`src/rtl/mdl_pkg_bubble.sv`:
```
// ============================================================================
// Module   : mdl_pkg_bubble
// Brief    : Shared phase constants and helpers for the bubble page path.
// Revision : 1.0
// ============================================================================
`default_nettype none

package mdl_pkg_bubble;

    localparam int         P_W_DEF   = 12;
    localparam logic [4:0] PH_SHIFT0 = 5'd0;
    localparam logic [4:0] PH_CMP    = 5'd12;
    localparam logic [4:0] PH_LOAD   = 5'd19;

    function automatic logic phase_active(input logic        pcen_n,
                                          input logic [19:0] rot_n,
                                          input logic [4:0]  k);
        return !pcen_n && !rot_n[k];
    endfunction

    // Low w bits set: the phases during which the serial registers rotate.
    function automatic logic [19:0] shift_mask(input int w);
        return 20'((21'd1 << w) - 21'd1);
    endfunction

endpackage

`default_nettype wire

```
`src/rtl/mdl_serial_rotreg.sv`:
```
// ============================================================================
// Module   : mdl_serial_rotreg
// Brief    : Right-shifting serial register with parallel load.
// Revision : 1.0
// ============================================================================
`default_nettype none

module mdl_serial_rotreg #(
    parameter int           W       = 12,
    parameter logic [W-1:0] RST_VAL = '0
) (
    input  logic         clk,
    input  logic         rst,
    input  logic         shift_en,
    input  logic         ser_in,
    input  logic         load_en,
    input  logic [W-1:0] load_val,
    output logic [W-1:0] q
);

    // Load wins over shift; the caller feeds q[0] back as ser_in for a pure rotate.
    always_ff @(posedge clk or posedge rst) begin
        if (rst) begin
            q <= RST_VAL;
        end else if (load_en) begin
            q <= load_val;
        end else if (shift_en) begin
            q <= {ser_in, q[W-1:1]};
        end
    end

endmodule

`default_nettype wire

```
`src/rtl/mdl_pgcmp.sv`:
```
// ============================================================================
// Module   : mdl_pgcmp
// Brief    : Page-number serializer and bubble page-position comparator.
// Revision : 1.0
// ============================================================================
`default_nettype none

module mdl_pgcmp
    import mdl_pkg_bubble::*;
#(
    parameter int             P_W       = P_W_DEF,
    parameter logic [P_W-1:0] P_PAGES   = 12'd2052,
    parameter logic [P_W-1:0] P_INVALPG = 12'd2048
) (
    input  logic           i_MCLK,
    input  logic           i_RST,
    input  logic           i_CLK2M_PCEN_n,
    input  logic [19:0]    i_ROT20_n,
    input  logic           i_PGREG_WR,
    input  logic [P_W-1:0] i_PGREG_D,
    input  logic           i_PGADV,
    output logic           o_PGREG_SR_LSB,
    output logic           o_INVALPG_LSB,
    output logic           o_PGCMP_EQ,
    output logic [P_W-1:0] o_PGPOS
);

    logic [P_W-1:0] pgreg, thr, cnt, hold, pg_load_val;
    logic           wr_pend, adv_pend, carry, carry_in;
    logic           eq_acc, frame_valid, frame_run, eq_flag;
    logic           ph0, ph_cmp, ph_load, shift_ph, shift_en;
    logic           pg_load, cnt_wrap;

    assign ph0      = phase_active(i_CLK2M_PCEN_n, i_ROT20_n, PH_SHIFT0);
    assign ph_cmp   = phase_active(i_CLK2M_PCEN_n, i_ROT20_n, PH_CMP);
    assign ph_load  = phase_active(i_CLK2M_PCEN_n, i_ROT20_n, PH_LOAD);
    assign shift_ph = !i_CLK2M_PCEN_n && |(~i_ROT20_n & shift_mask(P_W));

    // After reset nothing shifts until a phase 0 is seen, keeping the serial
    // registers in parallel alignment when reset is released mid-frame.
    assign shift_en = shift_ph && (ph0 || frame_run);

    assign pg_load     = ph_load && (wr_pend || i_PGREG_WR);
    assign pg_load_val = i_PGREG_WR ? i_PGREG_D : hold;

    // The phase-0 increment consumes the advance request directly, so an
    // advance in the phase-0 cycle itself lands in this frame.
    assign carry_in = ph0 ? (adv_pend | i_PGADV) : carry;
    assign cnt_wrap = ph_cmp && (cnt > P_PAGES);

    mdl_serial_rotreg #(.W(P_W), .RST_VAL('0)) u_page (
        .clk      (i_MCLK),
        .rst      (i_RST),
        .shift_en (shift_en),
        .ser_in   (pgreg[0]),
        .load_en  (pg_load),
        .load_val (pg_load_val),
        .q        (pgreg)
    );

    mdl_serial_rotreg #(.W(P_W), .RST_VAL(P_INVALPG)) u_thr (
        .clk      (i_MCLK),
        .rst      (i_RST),
        .shift_en (shift_en),
        .ser_in   (thr[0]),
        .load_en  (1'b0),
        .load_val ('0),
        .q        (thr)
    );

    mdl_serial_rotreg #(.W(P_W), .RST_VAL('0)) u_cnt (
        .clk      (i_MCLK),
        .rst      (i_RST),
        .shift_en (shift_en),
        .ser_in   (cnt[0] ^ carry_in),
        .load_en  (cnt_wrap),
        .load_val ('0),
        .q        (cnt)
    );

    always_ff @(posedge i_MCLK or posedge i_RST) begin
        if (i_RST) begin
            hold     <= '0;
            wr_pend  <= 1'b0;
            adv_pend <= 1'b0;
        end else begin
            if (i_PGREG_WR) begin
                hold <= i_PGREG_D;
            end
            if (ph_load) begin
                wr_pend <= 1'b0;
            end else if (i_PGREG_WR) begin
                wr_pend <= 1'b1;
            end
            if (ph0) begin
                adv_pend <= 1'b0;
            end else if (i_PGADV) begin
                adv_pend <= 1'b1;
            end
        end
    end

    always_ff @(posedge i_MCLK or posedge i_RST) begin
        if (i_RST) begin
            carry       <= 1'b0;
            eq_acc      <= 1'b0;
            frame_valid <= 1'b0;
            frame_run   <= 1'b0;
            eq_flag     <= 1'b0;
        end else begin
            if (shift_en) begin
                carry <= cnt[0] & carry_in;
            end
            if (ph0) begin
                frame_run <= 1'b1;
            end
            if (ph_load) begin
                eq_acc      <= 1'b1;
                frame_valid <= 1'b1;
            end else if (shift_en) begin
                eq_acc <= eq_acc & (pgreg[0] == cnt[0]);
            end
            if (ph_cmp) begin
                eq_flag <= eq_acc & frame_valid;
            end
        end
    end

    assign o_PGREG_SR_LSB = pgreg[0];
    assign o_INVALPG_LSB  = thr[0];
    assign o_PGCMP_EQ     = eq_flag;
    assign o_PGPOS        = cnt;

endmodule

`default_nettype wire
```
`config.mk`:
```
export PLATFORM = sky130hd
export DESIGN_NAME = mdl_pgcmp
export DESIGN_NICKNAME = d
export VERILOG_FILES = /design/src/rtl/mdl_pkg_bubble.sv /design/src/rtl/mdl_serial_rotreg.sv /design/src/rtl/mdl_pgcmp.sv
export SDC_FILE = /design/constraint.sdc
export NUM_CORES = 1
export LEC_CHECK = 0
export ABC_AREA = 1
export BUFFER_PORTS_ARGS = -buffer_cell sky130_fd_sc_hd__buf_2
export CORE_ASPECT_RATIO = 1.25
export CORE_MARGIN = 1
export CORE_UTILIZATION = 47
export DETAILED_ROUTE_END_ITERATION = 16
export PLACE_DENSITY = 0.73
export SYNTH_ARGS = -nofsm -noshare
export SYNTH_HDL_FRONTEND = slang
export SYNTH_SLANG_ARGS = --single-unit
```
`constraint.sdc`:
```
create_clock -name i_MCLK -period 1.63 [get_ports i_MCLK]
set_input_delay 0.326 -clock i_MCLK [delete_from_list [all_inputs] [get_ports i_MCLK]]
set_output_delay 0.326 -clock i_MCLK [all_outputs]
set_load 0.01 [all_outputs]
```
==> results of run 1 <==
## path summary, 6_finish.rpt
check / start / endpoint / slack (ns)
min in group asynchronous: i_RST / u_cnt.q[9] / 0.52
worst max register to register: frame_run / u_cnt.q[5] / 0.26
max in group asynchronous: i_RST / u_thr.q[11] / 0.53
worst max-delay path: frame_run / u_cnt.q[5] / 0.26
worst min register to register: hold[8] / hold[8] / 0.47
worst min-delay path: i_PGREG_D[6] / hold[6] / 0.23
## cell families (layout without fill, tap and decap cells)
family | after synthesis | count (layout)
xor+xnor | 1 | 1
simple gates | 194 | 194
fa+ha+maj | 1 | 1
flops | 55 | 55
compound gates | 12 | 12
buf+inv | 36 | 83
## power by group through the flow
stage               logic, uW  registers, uW  clock network [uW]
global route              737           1740                 994
floorplan                 402           1750                   0
detailed placement        632           1740                   0
global placement          616           1730                   0
finish                    628           1710                 941
CTS                       639           1710                 965
## cell usage in the layout (no fill, tap or decap), drive strengths merged
cell         synthesis  routed
a21oi                4       4
buf                 12      51
bufinv               0       1
clkbuf               1       6
clkinv               0       1
clkinvlp             0       1
dfrtp               54      54
dfstp                1       1
dlygate4sd3          0       1
ha                   1       1
inv                 23      22
nand2              130     130
nand3               37      37
nor2                25      25
o21ai                8       8
or2                  2       2
xnor2                1       1
## metal layers
layer	vias to the layer above	global-route usage, %
met5	-	0
met4	0	8.085
met3	7	4.121
met2	35	34.39
met1	910	22.21
li1	1010	-
## state kept, by name, indices dropped and copies added (netlist names)
| signal | flops |
|---|---|
| hold | 12 |
| frame_valid | 1 |
| wr_pend | 1 |
| carry | 1 |
| eq_acc | 1 |
| frame_run | 1 |
| o_PGCMP_EQ | 1 |
| u_cnt.q | 12 |
| u_thr.q | 12 |
| adv_pend | 1 |
| u_page.q | 12 |
## metrics by stage
| step | cells | setup slack, ns | hold slack [ns] | utilization, % |
|---|---|---|---|---|
| floorplan | 299 | 0.4375 | 0.3998 | - |
| global placement | 397 | 0.1817 | 0.3170 | 55.55 |
| detailed placement | 397 | 0.1476 | 0.3223 | 55.55 |
| CTS | 406 | 0.2569 | 0.2276 | 58.17 |
| global route | 406 | 0.07927 | 0.2396 | 58.17 |
| finish | 406 | 0.2588 | 0.2297 | 58.17 |
## cell type report
class / instances / share of cell area, %
flip-flops and latches: 55 / 48.63
well taps: 60 / 2.650
clock inverters: 2 / 1.237
multi-input cells: 208 / 31.05
clock buffers: 6 / 2.915
inverters: 23 / 3.180
repair buffers: 52 / 10.34
## timing repair
| action | 4_1_cts | 5_1_grt |
|---|---|---|
| buffers inserted | 0 | 0 |
| hold buffers | 1 | 0 |
| hold endpoints to repair | 13 | 0 |
## worst register-to-register path, stage by stage, from the launching register on
cell     delay (ns)
dfrtp_1        0.33
inv_1          0.04
a21oi_1        0.15
nand2_2        0.09
inv_2          0.43
nand3_1        0.18
nand2_1        0.10
==> results.json, run 1 <==
{
  "status": "completed",
  "top_layer_used": "met4",
  "p_switching_uw": 940.9,
  "avgSynthCellArea_um2": 8.131,
  "ys_seq_area_share_pct": 56.66,
  "crit_fanout": 37,
  "synth_most_common_cell": "nand2_1",
  "num-fill-cells": 432,
  "grt_first_pass_wirelength_um": 7969,
  "dr_total_vias": 1962,
  "seq_area_mm2": 0.001378,
  "cts_tree": "built",
  "ioPinCount": 52,
  "p_seq_share_pct": 52.1,
  "antenna_found_initial": 0,
  "cap_violations": 0,
  "port_buffers": 45,
  "worstSetupEndpointType": "register",
  "start_kind": "register",
  "die_h_um": 82.41,
  "period_minus_slack_ns": 1.371,
  "synth_cell_types": 20,
  "root_buffer": "clkbuf_8",
  "path_delay_family": "buffers and inverters",
  "vdd_ir_drop_max_v": 0.0006814,
  "drive_gt1_share_pct": 19.36,
  "ant_nets": 0,
  "met1_length_um": 1995,
  "htree_num_levels": 2,
  "drv_slew": 0,
  "setup_viol": 0,
  "synth_nets": 337,
  "dr.pass1.iters": 4,
  "power_density_mw_per_mm2": 1156,
  "cts_num_sinks": 55,
  "track_usage_pct": 19.26,
  "wl_per_cell_um": 10.87,
  "clk-insertion-delay-late_ns": 0.31,
  "dr_wl_met3_um": 167,
  "drtIter0Drc": 173,
  "synthMuxAreaShare_pct": 0,
  "final_nets": 383,
  "critPathKind": "register to register",
  "row_count": 28,
  "syn_inst": 299,
  "synth_top_family_by_area": "simple AND/OR/NAND/NOR gates",
  "route.met2.wl_um": 2179,
  "finalPower_uw": 3275,
  "p_leak_uw": 0.001576,
  "synth-compound-area-share_pct": 2.934,
  "synth_top_area_share_pct": 55.58,
  "wl_um": 4414,
  "ys_ff_latch": 55,
  "finalHoldViolCount": 0,
  "core_area_mm2": 0.004870,
  "multi_input_area_um2": 879.6,
  "intPower_uw": 2334,
  "path_depth": 6,
  "initial_core_util_pct": 49.92,
  "crit_chain": "inv_1, a21oi_1, nand2_2, inv_2, nand3_1, nand2_1",
  "p_comb_share_pct": 19.2,
  "synth_fa_ha_area_share_pct": 0.5147,
  "critPathBufInv": 2,
  "synth_edf_count": 0,
  "synth_xor_area_share_pct": 0.3603,
  "die_area_mm2": 0.005466,
  "power_switching_share_pct": 28.73,
  "yosysWarnings": 0,
  "grt_pass1_vias": 1887,
  "whs_path_depth": 3,
  "tns_ns": 0,
  "synth_area_leader_cell": "dfrtp_1",
  "netlist_top_cells_count": "128 x nand2_1, 54 x dfrtp_1, 37 x nand3_1, 24 x nor2_1, 22 x inv_1",
  "rr_worst_depth": 6,
  "worst_pin_slew_ns": 0.5830,
  "synthTopCellsByArea": "dfrtp_1 56%, nand2_1 20%, nand3_1 7.6%, nor2_1 3.7%, inv_1 3.4%",
  "arrival_ns": 1.63,
  "max_stage_delay_ns": 0.43,
  "diodes": 0,
  "grt_max_degree": 43,
  "numCtsBuffers": 5,
  "finalClockSkew_ns": 0.008544,
  "dpl-instance-area_mm2": 0.002705,
  "min_period_over_period_pct": 84.12,
  "syn_area_mm2": 0.002431,
  "hp-class": "input pin to register",
  "remaining_drc_errors": 0,
  "synth-async-reset-ratio_pct": 100.0,
  "cp.required_ns": 1.89,
  "clk_path_buf_depth": 2,
  "drt-vias-per-instance": 4.833,
  "critical-path-slowest-cell": "inv_2",
  "rsz0062_at_grt": "false",
  "pwr-share-clk_pct": 28.7,
  "area_growth_syn_to_layout_pct": 16.52,
  "cts_resized": 0,
  "ys.flop_type": "dfrtp_1",
  "grt_overflow": 0,
  "yosys.area_share.simple_pct": 32.37,
  "dp_hpwl_um": 2965,
  "fmax_mhz": 729.3,
  "gp_congestion": 0.7414,
  "final_area_mm2": 0.002833,
  "die_w_um": 66.33,
  "slew_headroom_pct": 61.07,
  "clk_pin_slew_worst_paths_ns": 0.10
}
No activity file was read; power rests on OpenSTA's default activity.
==> run 2: changes to the inputs <==
==> constraint.sdc (replaced) <==
create_clock -name i_MCLK -period 1.25 [get_ports i_MCLK]
set_input_delay 0.25 -clock i_MCLK [delete_from_list [all_inputs] [get_ports i_MCLK]]
set_output_delay 0.25 -clock i_MCLK [all_outputs]
set_load 0.01 [all_outputs]
==> run 2 against run 1 <==
Net effect:
- flip-flop and latch count unchanged
- clock power is 46% higher
- die area unchanged
- combinational power is 86% higher
- power grew 45%
- critical path type is now register to primary output
- first-iteration DRC count is 40% lower
- highest routed layer unchanged
- core utilization up 4.2 points
- critical path depth down 4
- clock skew is 0.0029 ns higher
- wire length up 7.7%
- non-clock buffer count increased by 10
- cell count increased by 3.2%
- critical endpoint is now o_PGPOS[0]
==> results.json, run 2 (synthesis gave the netlist of run 1 again) <==
{
  "status": "completed",
  "cts_num_sinks": 55,
  "cap_violations": 0,
  "p_comb_share_pct": 24.7,
  "grt_max_degree": 38,
  "critPathKind": "register to primary output",
  "max_stage_delay_ns": 0.41,
  "start_kind": "register",
  "grt_overflow": 0,
  "p_seq_share_pct": 46.3,
  "power_density_mw_per_mm2": 1559,
  "setup_viol": 0,
  "htree_num_levels": 2,
  "p_switching_uw": 1368,
  "crit_start": "u_cnt.q[0]",
  "remaining_drc_errors": 0,
  "wl_per_cell_um": 11.35,
  "dr.pass1.iters": 4,
  "initial_core_util_pct": 49.92,
  "top_layer_used": "met4",
  "cts_setup_buffers": 0,
  "critPathBufInv": 2,
  "crit_fanout": 4,
  "layout_commonest_cell": "nand2_1",
  "vdd_ir_drop_max_v": 0.001035,
  "path_delay_family": "flip-flops",
  "clk_path_buf_depth": 2,
  "die_w_um": 66.33,
  "min_period_over_period_pct": 98.37,
  "worst_pin_slew_ns": 0.3832,
  "reg2reg_slack_ns": 0.05,
  "core_area_mm2": 0.004870,
  "area_growth_syn_to_layout_pct": 25.01,
  "numCtsBuffers": 5,
  "hp-class": "input pin to register",
  "path_depth": 2,
  "row_count": 28,
  "slew_headroom_pct": 74.40,
  "finalClockSkew_ns": 0.01147,
  "final_nets": 396,
  "period_minus_slack_ns": 1.230,
  "track_usage_pct": 19.80,
  "power_switching_share_pct": 28.87,
  "intPower_uw": 3370,
  "route.met2.wl_um": 2469,
  "setup_slack_ns": 0.02039,
  "crit_path_end": "o_PGPOS[0]",
  "rr_startpoint": "u_cnt.q[6]",
  "grt_pass1_vias": 1957,
  "finalHoldViolCount": 0,
  "most-common-layout-cells": "127 x nand2_1, 54 x dfrtp_1, 40 x buf_2",
  "dr_wl_met3_um": 167,
  "cts_tree": "built",
  "antenna_found_initial": 0,
  "worstSetupEndpointType": "primary output",
  "drive_gt1_share_pct": 22.56,
  "rr_worst_depth": 7,
  "cp.required_ns": 1.00,
  "crit_chain": "buf_6, buf_2",
  "dp_hpwl_um": 3236,
  "critical-path-slowest-cell": "dfrtp_1",
  "ioPinCount": 52,
  "grt_first_pass_wirelength_um": 8211,
  "pwr-share-clk_pct": 29.0,
  "diodes": 0,
  "dr_total_vias": 2030,
  "reg2reg_to": "u_cnt.q[4]",
  "die_area_mm2": 0.005466,
  "ant_nets": 0,
  "port_buffers": 45,
  "met1_length_um": 2036,
  "arrival_ns": 0.98,
  "clk-insertion-delay-late_ns": 0.31,
  "root_buffer": "clkbuf_8",
  "drv_slew": 0,
  "gp_congestion": 0.7396,
  "clk_pin_slew_worst_paths_ns": 0.10,
  "drtIter0Drc": 103,
  "post-place-ws_ns": -0.1620,
  "fmax_mhz": 813.3,
  "drt-vias-per-instance": 4.845,
  "wl_um": 4754,
  "tns_ns": 0,
  "die_h_um": 82.41,
  "p_leak_uw": 0.001674
}
run 2: cell count changes in the layout (fill, tap and decap cells not counted), sizes merged:
cell and delta:
buf +10, clkinv -1, bufinv +1, nand2 +3
run 2: worst min-delay path by stage:
stage / from / endpoint / slack, ns / cells past startpoint
after floorplan: i_RST / adv_pend / 0.32 / 1
after global placement: i_RST / hold[11] / 0.25 / 2
after detailed placement: i_RST / hold[11] / 0.26 / 2
after CTS: i_PGREG_D[5] / hold[5] / 0.15 / 3
after global routing: i_PGREG_D[3] / hold[3] / 0.16 / 3
final: i_PGREG_D[5] / hold[5] / 0.16 / 3
run 2: timing repair:
item,4_1_cts,5_1_grt
resized for setup,2,20
cloned,0,3
pin swaps,0,4
hold buffers,1,0
endpoints found under the hold margin,14,0
endpoints found under the setup margin,35,31
run 2: power by group through the flow:
| stage | Combinational (uW) | Sequential [uW] | Clock, uW |
|---|---|---|---|
| after CTS | 1030 | 2180 | 1390 |
| after global placement | 982 | 2200 | 0 |
| after global routing | 1330 | 2230 | 1450 |
| final | 1170 | 2190 | 1370 |
| after detailed placement | 1010 | 2220 | 0 |
| after floorplan | 524 | 2280 | 0 |
run 2: worst register-to-register path: cells and delay by family (launching register included):
| family | cells | cell delay, ns |
|---|---|---|
| flip-flops | 1 | 0.41 |
| AND/OR/NAND/NOR | 7 | 0.74 |
run 2: cell type report:
class / instances / area [um2]
fillers: 428 / 1831
flip-flops and latches: 55 / 1378
multi-input cells: 211 / 933.4
repair buffers: 62 / 422.9
inverters: 23 / 97.59
well taps: 60 / 75.07
clock buffers: 6 / 72.57
clock inverters: 2 / 60.06
run 2: stage by stage:
stage                     instances  util (%)  hold slack, ns  area [um2]  power, uW
after floorplan                 299         -          0.3238        2435       2804
after global placement          409     57.66          0.2521        2808       3185
after detailed placement        409     57.66          0.2572        2808       3224
after CTS                       418     60.74          0.1504        2958       4595
after global routing            419     62.41          0.1569        3039       5016
final                           419     62.41          0.1568        3039       4738
run 2: metal layers:
metal,vias to the layer above,global-route usage [%]
li1,1040,-
met1,933,22.15
met2,49,36.84
met3,8,4.533
met4,0,6.383
met5,-,0
==> run 3: changes to the inputs <==
--- a/config.mk
+++ b/config.mk
@@ -12,6 +12,7 @@
 export CORE_UTILIZATION = 47
 export DETAILED_ROUTE_END_ITERATION = 16
 export PLACE_DENSITY = 0.73
+export SETUP_SLACK_MARGIN = 0.3
 export SYNTH_ARGS = -nofsm -noshare
 export SYNTH_HDL_FRONTEND = slang
 export SYNTH_SLANG_ARGS = --single-unit
==> run 3 against run 2 <==
Net effect:
- the flow now finishes with violations (negative hold slack)
- hold slack lost 0.26 ns
- register-to-register slack lost 0.05 ns
- sequential power grew 2%
- clock power is essentially flat
- via count grew 13%
- wire length grew 41%
==> results.json, run 3 (synthesis gave the netlist of run 1 again) <==
{
  "status": "finished, violations left",
  "violations": "negative hold slack",
  "ioPinCount": 52,
  "multi_input_area_mm2": 0.001275,
  "ant_nets": 0,
  "rr_startpoint": "u_cnt.q[6]",
  "num-fill-cells": 318,
  "gp_congestion": 0.7366,
  "grt_pass1_vias": 2200,
  "dr.pass1.iters": 5,
  "critPathKind": "register to register",
  "clk_path_buf_depth": 2,
  "arrival_ns": 1.50,
  "finalHoldViolCount": 12,
  "initial_core_util_pct": 49.92,
  "antenna_found_initial": 0,
  "drtIter0Drc": 221,
  "met1_usage_pct": 26.67,
  "rr_worst_depth": 7,
  "drt-vias-per-instance": 5.071,
  "numCtsBuffers": 5,
  "post-place-ws_ns": -0.1656,
  "setup_slack_ns": 0.003345,
  "crit_fanout": 6,
  "cp.required_ns": 1.50,
  "row_count": 28,
  "clk-insertion-delay-late_ns": 0.31,
  "track_usage_pct": 24.67,
  "worst_pin_slew_ns": 0.3798,
  "numPlacedInstances": 410,
  "critical-path-slowest-cell": "dfrtp_1",
  "finalPower_uw": 5463,
  "grt_overflow": 0,
  "clk_pin_slew_worst_paths_ns": 0.10,
  "path_delay_family": "simple AND/OR/NAND/NOR gates",
  "drive_gt1_share_pct": 47.45,
  "wl_um": 6717,
  "layout_commonest_cell": "nand2_1",
  "min_period_over_period_pct": 99.73,
  "start_kind": "register",
  "tns_ns": 0,
  "finalNonFillerCells": 452,
  "most-common-layout-cells": "87 x nand2_1, 54 x dfrtp_1, 34 x buf_2",
  "period_minus_slack_ns": 1.247,
  "vdd_ir_drop_max_v": 0.0008454,
  "htree_num_levels": 2,
  "dr_total_vias": 2292,
  "reg2reg_to": "u_cnt.q[6]",
  "p_leak_uw": 0.002149,
  "die_w_um": 66.33,
  "drv_slew": 0,
  "diodes": 0,
  "area_growth_syn_to_layout_pct": 57.23,
  "path_depth": 7,
  "cts_num_sinks": 55,
  "port_buffers": 45,
  "finalClockSkew_ns": 0.005395,
  "seq_area_mm2": 0.001378,
  "timing.hold.ws_ns": -0.1044,
  "fmax_mhz": 802.1,
  "critPathBufInv": 0,
  "busiest_layer": "met2",
  "grt_max_degree": 30,
  "die_h_um": 82.41,
  "use_met3_pct": 4.121,
  "remaining_drc_errors": 0,
  "cpMostUsedCell": "nand2_1",
  "reg2reg_slack_ns": 0.003,
  "dp_hpwl_um": 3233,
  "crit_start": "u_cnt.q[6]",
  "cap_violations": 0,
  "wl_per_cell_um": 14.86,
  "hp-class": "input pin to asynchronous set/reset pin",
  "grt_first_pass_wirelength_um": 9887,
  "setup_viol": 0,
  "cts_tree": "built",
  "root_buffer": "clkbuf_8",
  "worstSetupEndpointType": "register",
  "core_area_mm2": 0.004870,
  "power_density_mw_per_mm2": 1429,
  "crit_chain": "nor2_1, nand2_1, nor2_2, nand2_4, nand2_2, nand3_1, nand2_1",
  "die_area_mm2": 0.005466,
  "slew_headroom_pct": 74.65,
  "crit_path_end": "u_cnt.q[6]",
  "gr-usage-met2_pct": 47.24,
  "max_stage_delay_ns": 0.41,
  "final_nets": 429,
  "rsz0062_at_grt": "true"
}
run 3: changes by cell type in the layout (fill, tap and decap cells not counted), sizes merged:
cell	delta
clkbuf	+1
dlygate4sd3	-1
buf	+27
inv	+4
clkinv	+2
run 3: worst min-delay path by stage:
stage	end	depth (start not counted)	startpoint
final	hold[7]	2	i_RST
after global routing	hold[4]	2	i_RST
after CTS	hold[7]	2	i_RST
after detailed placement	hold[9]	2	i_RST
after global placement	hold[9]	2	i_RST
after floorplan	adv_pend	1	i_RST
run 3: metrics by stage:
| stage | utilization [%] | area [um2] |
|---|---|---|
| after CTS | 70.07 | 3412 |
| after detailed placement | 57.94 | 2821 |
| after global routing | 78.49 | 3822 |
| final | 78.49 | 3822 |
| after floorplan | - | 2464 |
| after global placement | 57.94 | 2821 |
run 3: layout make-up:
type                       count  area share [%]
clock buffer                   6           1.899
timing repair buffer          89           20.62
multi-input combinational    211           33.36
timing repair inverter         6           1.866
sequential                    55           36.04
clock inverter                 2           1.571
inverter                      23           2.684
tap                           60           1.964
run 3: layer usage:
metal / up-vias / routed length, um
met5: - / 0
met4: 0 / 131
met3: 13 / 210
met2: 58 / 3808
met1: 1101 / 2566
li1: 1120 / -
run 3: power by group:
part	internal (uW)	switching (uW)	leakage (uW)
sequential	2060	180	0.000698
combinational	912	928	0.00139
clock	801	585	0.0000654
run 3: what timing repair did:
action,4_1_cts,5_1_grt
hold endpoints to repair,12,12
resized for setup,54,95
endpoints found under the setup margin,53,53
cloned,10,2
pin swaps,3,12
setup buffers,16,6
